==> src/rtl/cfg_loader_pkg.sv <==
// Shared types and constants for the configuration chain loader.
package cfg_loader_pkg;

  typedef enum logic [2:0] {
    StIdle,
    StFetch,
    StShift,
    StCheck,
    StCommit
  } state_e;

  localparam logic [15:0] CRC16_POLY = 16'h1021;
  localparam logic [15:0] CRC16_INIT = 16'hFFFF;

endpackage

==> src/rtl/cfg_crc16_serial.sv <==
// Bit-serial CRC-16-CCITT accumulator, one data bit per enabled cycle, MSB-first register.
module cfg_crc16_serial
  import cfg_loader_pkg::*;
(
  input  logic        clk,
  input  logic        rst,
  input  logic        clr,
  input  logic        en,
  input  logic        din,
  output logic [15:0] crc
);

  logic [15:0] crc_d;
  logic        fb;

  always_comb begin
    fb    = crc[15] ^ din;
    crc_d = crc;
    if (clr) begin
      crc_d = CRC16_INIT;
    end else if (en) begin
      crc_d = {crc[14:0], 1'b0} ^ (fb ? CRC16_POLY : 16'h0000);
    end
  end

  always_ff @(posedge clk) begin
    if (!rst) begin
      crc <= CRC16_INIT;
    end else begin
      crc <= crc_d;
    end
  end

endmodule

==> src/rtl/cfg_chain_loader.sv <==
// Streams config words LSB-first into a fabric shift chain and pulses set when loaded.
// Optional CRC-16 trailer check is enabled by defining CFG_LOADER_CRC_EN.
module cfg_chain_loader
  import cfg_loader_pkg::*;
#(
  parameter int unsigned WORD_W    = 32,
  parameter int unsigned CHAIN_LEN = 1024,
  parameter int unsigned CNT_W     = $clog2(CHAIN_LEN + 1)
) (
  input  logic              clk,
  input  logic              rst,
  input  logic              start,
  input  logic              abort,
  input  logic [WORD_W-1:0] cfg_data,
  input  logic              cfg_valid,
  output logic              cfg_ready,
  output logic              chain_cen,
  output logic              chain_din,
  output logic              chain_set,
  output logic              busy,
  output logic              done,
  output logic              err
);

  localparam int unsigned IDX_W = (WORD_W > 1) ? $clog2(WORD_W) : 1;
  localparam logic [CNT_W-1:0] LAST_CNT = CNT_W'(CHAIN_LEN - 1);
  localparam logic [IDX_W-1:0] LAST_IDX = IDX_W'(WORD_W - 1);

  state_e            state_q, state_d;
  logic [WORD_W-1:0] word_q, word_d;
  logic [IDX_W-1:0]  idx_q, idx_d;
  logic [CNT_W-1:0]  cnt_q, cnt_d;
  logic              din_d, done_d;

`ifdef CFG_LOADER_CRC_EN
  localparam logic [CNT_W-1:0] FULL_CNT = CNT_W'(CHAIN_LEN);
  logic [15:0] exp_q, exp_d;
  logic [15:0] crc_val;
  logic        err_d;

  cfg_crc16_serial u_crc (
    .clk (clk),
    .rst (rst),
    .clr (state_q == StIdle && start),
    .en  (chain_cen),
    .din (chain_din),
    .crc (crc_val)
  );
`endif

  always_comb begin
    state_d = state_q;
    word_d  = word_q;
    idx_d   = idx_q;
    cnt_d   = cnt_q;
    din_d   = 1'b0;
    done_d  = 1'b0;
`ifdef CFG_LOADER_CRC_EN
    exp_d   = exp_q;
    err_d   = err;
`endif
    unique case (state_q)
      StIdle: begin
        if (start) begin
          state_d = StFetch;
          cnt_d   = '0;
`ifdef CFG_LOADER_CRC_EN
          err_d   = 1'b0;
`endif
        end
      end
      StFetch: begin
        if (cfg_valid && cfg_ready) begin
`ifdef CFG_LOADER_CRC_EN
          // A fetch after the chain is full carries the expected CRC.
          if (cnt_q == FULL_CNT) begin
            state_d = StCheck;
            exp_d   = cfg_data[15:0];
          end else
`endif
          begin
            state_d = StShift;
            word_d  = cfg_data;
            idx_d   = '0;
            din_d   = cfg_data[0];
          end
        end
      end
      StShift: begin
        cnt_d = cnt_q + 1'b1;
        if (cnt_q == LAST_CNT) begin
`ifdef CFG_LOADER_CRC_EN
          state_d = StFetch;
`else
          state_d = StCommit;
`endif
        end else if (idx_q == LAST_IDX) begin
          state_d = StFetch;
        end else begin
          idx_d   = idx_q + 1'b1;
          din_d   = word_q[idx_d];
        end
      end
      StCheck: begin
`ifdef CFG_LOADER_CRC_EN
        if (exp_q == crc_val) begin
          state_d = StCommit;
        end else begin
          state_d = StIdle;
          err_d   = 1'b1;
        end
`else
        state_d = StIdle;
`endif
      end
      StCommit: begin
        state_d = StIdle;
        done_d  = 1'b1;
      end
      default: state_d = StIdle;
    endcase

    // Abort overrides everything, including a pending commit or CRC verdict.
    if (abort && state_q != StIdle) begin
      state_d = StIdle;
      din_d   = 1'b0;
      done_d  = 1'b0;
`ifdef CFG_LOADER_CRC_EN
      err_d   = err;
`endif
    end
  end

  // Outputs are registered decodes of the next state, so each reflects the current state.
  always_ff @(posedge clk) begin
    if (!rst) begin
      state_q   <= StIdle;
      word_q    <= '0;
      idx_q     <= '0;
      cnt_q     <= '0;
      cfg_ready <= 1'b0;
      chain_cen <= 1'b0;
      chain_din <= 1'b0;
      chain_set <= 1'b0;
      busy      <= 1'b0;
      done      <= 1'b0;
    end else begin
      state_q   <= state_d;
      word_q    <= word_d;
      idx_q     <= idx_d;
      cnt_q     <= cnt_d;
      cfg_ready <= (state_d == StFetch);
      chain_cen <= (state_d == StShift);
      chain_din <= din_d;
      chain_set <= (state_d == StCommit);
      busy      <= (state_d != StIdle);
      done      <= done_d;
    end
  end

`ifdef CFG_LOADER_CRC_EN
  always_ff @(posedge clk) begin
    if (!rst) begin
      exp_q <= '0;
      err   <= 1'b0;
    end else begin
      exp_q <= exp_d;
      err   <= err_d;
    end
  end
`else
  assign err = 1'b0;
`endif

endmodule
==> config.mk <==
export PLATFORM = sky130hd
export DESIGN_NAME = cfg_chain_loader
export DESIGN_NICKNAME = d
export VERILOG_FILES = /design/src/rtl/cfg_loader_pkg.sv /design/src/rtl/cfg_crc16_serial.sv /design/src/rtl/cfg_chain_loader.sv
export SDC_FILE = /design/constraint.sdc
export NUM_CORES = 1
export LEC_CHECK = 0
export BUFFER_PORTS_ARGS = -buffer_cell sky130_fd_sc_hd__buf_2
export CAP_MARGIN = 10
export CORE_ASPECT_RATIO = 0.7
export CORE_UTILIZATION = 50
export DETAILED_ROUTE_END_ITERATION = 10
export GPL_TIMING_DRIVEN = 0
export HOLD_SLACK_MARGIN = 0.05
export PLACE_DENSITY_LB_ADDON = 0.1
export SKIP_CTS_REPAIR_TIMING = 1
export SLEW_MARGIN = 20
export SYNTH_ARGS = -nofsm -noshare
export SYNTH_HDL_FRONTEND = slang
export SYNTH_HIERARCHICAL = 1
export SYNTH_SLANG_ARGS = --single-unit
==> constraint.sdc <==
create_clock -name clk -period 2.01 [get_ports clk]
set_input_delay 0.1005 -clock clk [delete_from_list [all_inputs] [get_ports clk]]
set_output_delay 0.1005 -clock clk [all_outputs]
set_load 0.05 [all_outputs]
==> flow_results.org <==
** Die
- The core region is 4940 µm².
- Die X :: between 80 and 90 µm
- The initial utilization of the core area, before any placement, comes to a little over half.
- After floorplanning, the core was divided into 21 placement rows.
- I/O Pins :: 44
- In this run the vertical extent of the chip is between 60 and 70 µm.
- Full die area :: approximately 5600 µm²

** Synth
- Ranked by total cell area, the synthesized netlist is headed by dfxtp_1 43%, nand2_1 11%, a21boi_0 9.6%, mux4_2 6.8%, nor2_1 2.5%.
- Sequential cells were found to cover a little over two fifths of the synthesized design area.
- The top cell type by area accounts for 42.8% of the synthesized area.
- Of the total synthesized cell area, the portion taken by AND, OR, NAND and NOR gates is a little under a quarter.
- Synth Net Count :: about 350
- Total standard cell area after synthesis :: between 2000 and 3000 µm²
- Synth Area in Compound Gates :: roughly 18%
- Of the total synthesized cell area, the portion taken by full adders, half adders and majority gates is 1.78%.
- Mean Syn Cell Area :: 8.69 µm²
- By area, the combinational part of the netlist is dominated by simple AND/OR/NAND/NOR gates.
- Leading area contributor after synthesis :: dfxtp_1
- Measured against the total synthesized area, the mux share comes to roughly 8.6%.
- After synthesis, the netlist uses between 40 and 50 different library cells.
- Yosys printed 6 warnings.
- Async SR Flop Fraction :: 0%
- Synth Flop Type :: dfxtp_1
- Xor and xnor fraction of the mapped netlist area :: 0.985%
- Total of flip-flops plus latches after synthesis :: 57
- The cell count after synthesis came out at a little over 300.
- In this run, synthesis inferred 0 flip-flops with an integrated enable.

** Final layout
- The top cell types in the final layout, fill and taps aside, are 80 x nand2_1, 55 x dfxtp_1, 42 x buf_2.
- Layout cells sized above 1 :: between 20 and 25%
- Filler Cells Inserted :: ~390
- Final net count :: roughly 430
- Leaving out fill and tap cells, the most frequent cell in the layout is nand2_1.
- Compared with the post-synthesis result, the final layout area differs by 34.8%.
- 0 antenna diodes ended up in the layout.
- Post-layout instance count excluding filler cells :: about 470

** Clock tree
- The clock passes through at most 2 buffers.
- Clock-pin slew was measured on the worst setup and hold paths at 0.06 ns.
- Clock tree synthesis inserted a total of 9 buffers.
- Clock tree synthesis selected as its root buffer the cell clkbuf_8.
- For the worst-skew pair, the clock arrives at the later sink with an insertion delay of 0.34 ns.
- CTS tree :: yes
- The H-tree was split into 3 levels.
- The clock drives between 50 and 60 sinks.

** Worst setup path
- Setup crit end kind :: flop
- CP required :: ~2.2 ns
- Worst-path maximum fanout :: 8
- Crit path launch type :: flop
- Classification of the worst setup path :: reg2reg
- STA puts the critical path data arrival time at ~2.2 ns.

** Timing
- Tcrit/Tclk final :: just under 100%
- The count of endpoints failing hold in the final timing report came to 0.
- Based on the critical path, the design can be clocked at up to between 0.5 and 0.6 GHz.
- Final critical-path required period :: around 1.9 ns
- Final setup violating endpoints :: 0
- Count of final max-slew check failures :: 0
- Setup repair after global routing could not meet its margin everywhere.
- Transition at the pin with the smallest max-transition slack :: around 0.64 ns
- Post-Route Setup TNS :: 0 ns
- For the final database, setup skew stands at 0.00989 ns.
- Worst slew margin relative to its limit :: a little under three fifths

** Hold path
- The min-delay analysis places its worst path in the category in2reg.

** Global routing
- Global routing finished with a remaining overflow of 0.
- Aggregate global-route resource usage :: approximately 23%
- The first global-routing pass estimated between 9000 and 10000 µm of wire.
- The number of antenna violations at the first check in global routing came to 0.
- Entering global routing, the biggest net connects 11 pins.
- Number of global-route vias before repair :: 2030

** Place
- Buffers placed on the I/O ports in this run total between 40 and 50.
- Routability-driven placement finished with a final weighted congestion of 0.773.
- Including well taps, the total number of placed cells is 417.
- Post-DP HPWL :: a little over 4000 µm

** Power and ir drop
- Power spread over the standard cell area amounts to 680 nW/µm².
- In this run the static leakage power is 1.39 nW.
- IR analysis of the VDD net gives a maximum drop of 0.378 mV.
- After layout, the design draws a total of approximately 2.4 mW.

** Routing
- For this run, the detailed router's first-pass iteration total came to 4.
- Final Routed Wirelength :: ~6500 µm
- For this run, design rule violations remaining after detail routing come to 0.
- Number of vias per cell after detailed routing :: between 5 and 6
- Total via count in the routed design :: ~2500
- Number of DRC violations after detailed-routing iteration 0 :: ~180
- The count of nets left with antenna violations once routing finished came out at 0.
- After detailed routing, the average wire length per cell comes to around 14 µm.

** Flow run
- Across the run, the number of max-cap violations was 0.

** Status
- Result of the run :: completed
[layer usage]
metal  part of all wire, %  track usage (%)  routed length (µm)
met5                     0                0                   0
met3                   5.6             9.04                 366
met1                    48             31.8                3150
met4                  0.80             7.14                  52
met2                    45             32.7                2960
[registers in the layout, indices dropped and copies added, names as in the netlist]
register	flops
busy	1
cfg_ready	1
chain_cen	1
chain_din	1
chain_set	1
cnt_q	11
done	1
idx_q	5
state_q	3
word_q	32
[worst max-delay path, cell delays in order (launching register included)]
cell	delay (ns)
dfxtp_2	0.36
ha_4	0.17
and3_1	0.18
ha_2	0.19
nor4b_4	0.35
o31ai_4	0.14
nand2_2	0.16
nor2_1	0.08
a41o_1	0.20
[worst paths after layout]
check	slack, ns	from	to	cells past startpoint
max	0.06	idx_q[1]$_SDFFE_PN0P_	idx_q[1]$_SDFFE_PN0P_	8
min	0.03	cfg_data[12]	word_q[12]$_SDFFE_PN0P_	3
min reg2reg	0.46	word_q[6]$_SDFFE_PN0P_	word_q[6]$_SDFFE_PN0P_	2
max reg2reg	0.06	idx_q[1]$_SDFFE_PN0P_	idx_q[1]$_SDFFE_PN0P_	8
[per-stage QoR]
stage | setup WS (ns) | area, µm² | hold WS [ns] | util [%]
after floorplan | 0.00419 | 2670 | 0.245 | -
after global placement | -0.348 | 2960 | 0.351 | 59.9
after detailed placement | -0.393 | 2960 | 0.358 | 59.9
after CTS | -0.401 | 3150 | 0.000658 | 63.7
after global routing | -0.0194 | 3590 | 0.0562 | 72.8
final | 0.0621 | 3590 | 0.0335 | 72.8
[final cells by class]
class	instances	area (µm²)	share of cell area (%)
plain buffers	20	120	3.34
inverters	3	11.3	0.313
flip-flops and latches	57	1150	31.9
repair buffers	77	563	15.7
clock inverters	3	40.0	1.11
multi-input cells	226	1480	41.1
well taps	69	86.3	2.40
clock buffers	13	149	4.14
[cell usage after synthesis, drive strengths merged (2+ instances only)]
| cell type | n |
|---|---|
| a21oi | 7 |
| xnor2 | 2 |
| nand3 | 6 |
| and3 | 3 |
| buf | 6 |
| o21a | 5 |
| mux4 | 8 |
| o2111ai | 2 |
| mux2i | 5 |
| nand2b | 3 |
| nor2b | 3 |
| o21ai | 8 |
| a41o | 2 |
| nor2 | 18 |
| nor3 | 5 |
| or3 | 4 |
| inv | 3 |
| nor4b | 2 |
| dfxtp | 57 |
| a21boi | 35 |
| clkbuf | 15 |
| nand4 | 6 |
| nand2 | 81 |
| and2 | 4 |
| ha | 3 |
[cells by family (layout without fill, tap and decap cells)]
logic type	after synthesis	count (layout)
mux	13	13
flops	57	57
simple gates	138	138
fa+ha+maj	4	4
xor+xnor	3	3
other cells	1	1
buf+inv	24	116
compound gates	67	67
[report_power, final]
group,internal [mW],switching [mW],total (mW)
Clock,0.603,0.440,1.04
Combinational,0.122,0.121,0.244
Sequential,1.15,0.00835,1.16
Total,1.87,0.569,2.44
Note: power is estimated with default switching activity, not from simulation.
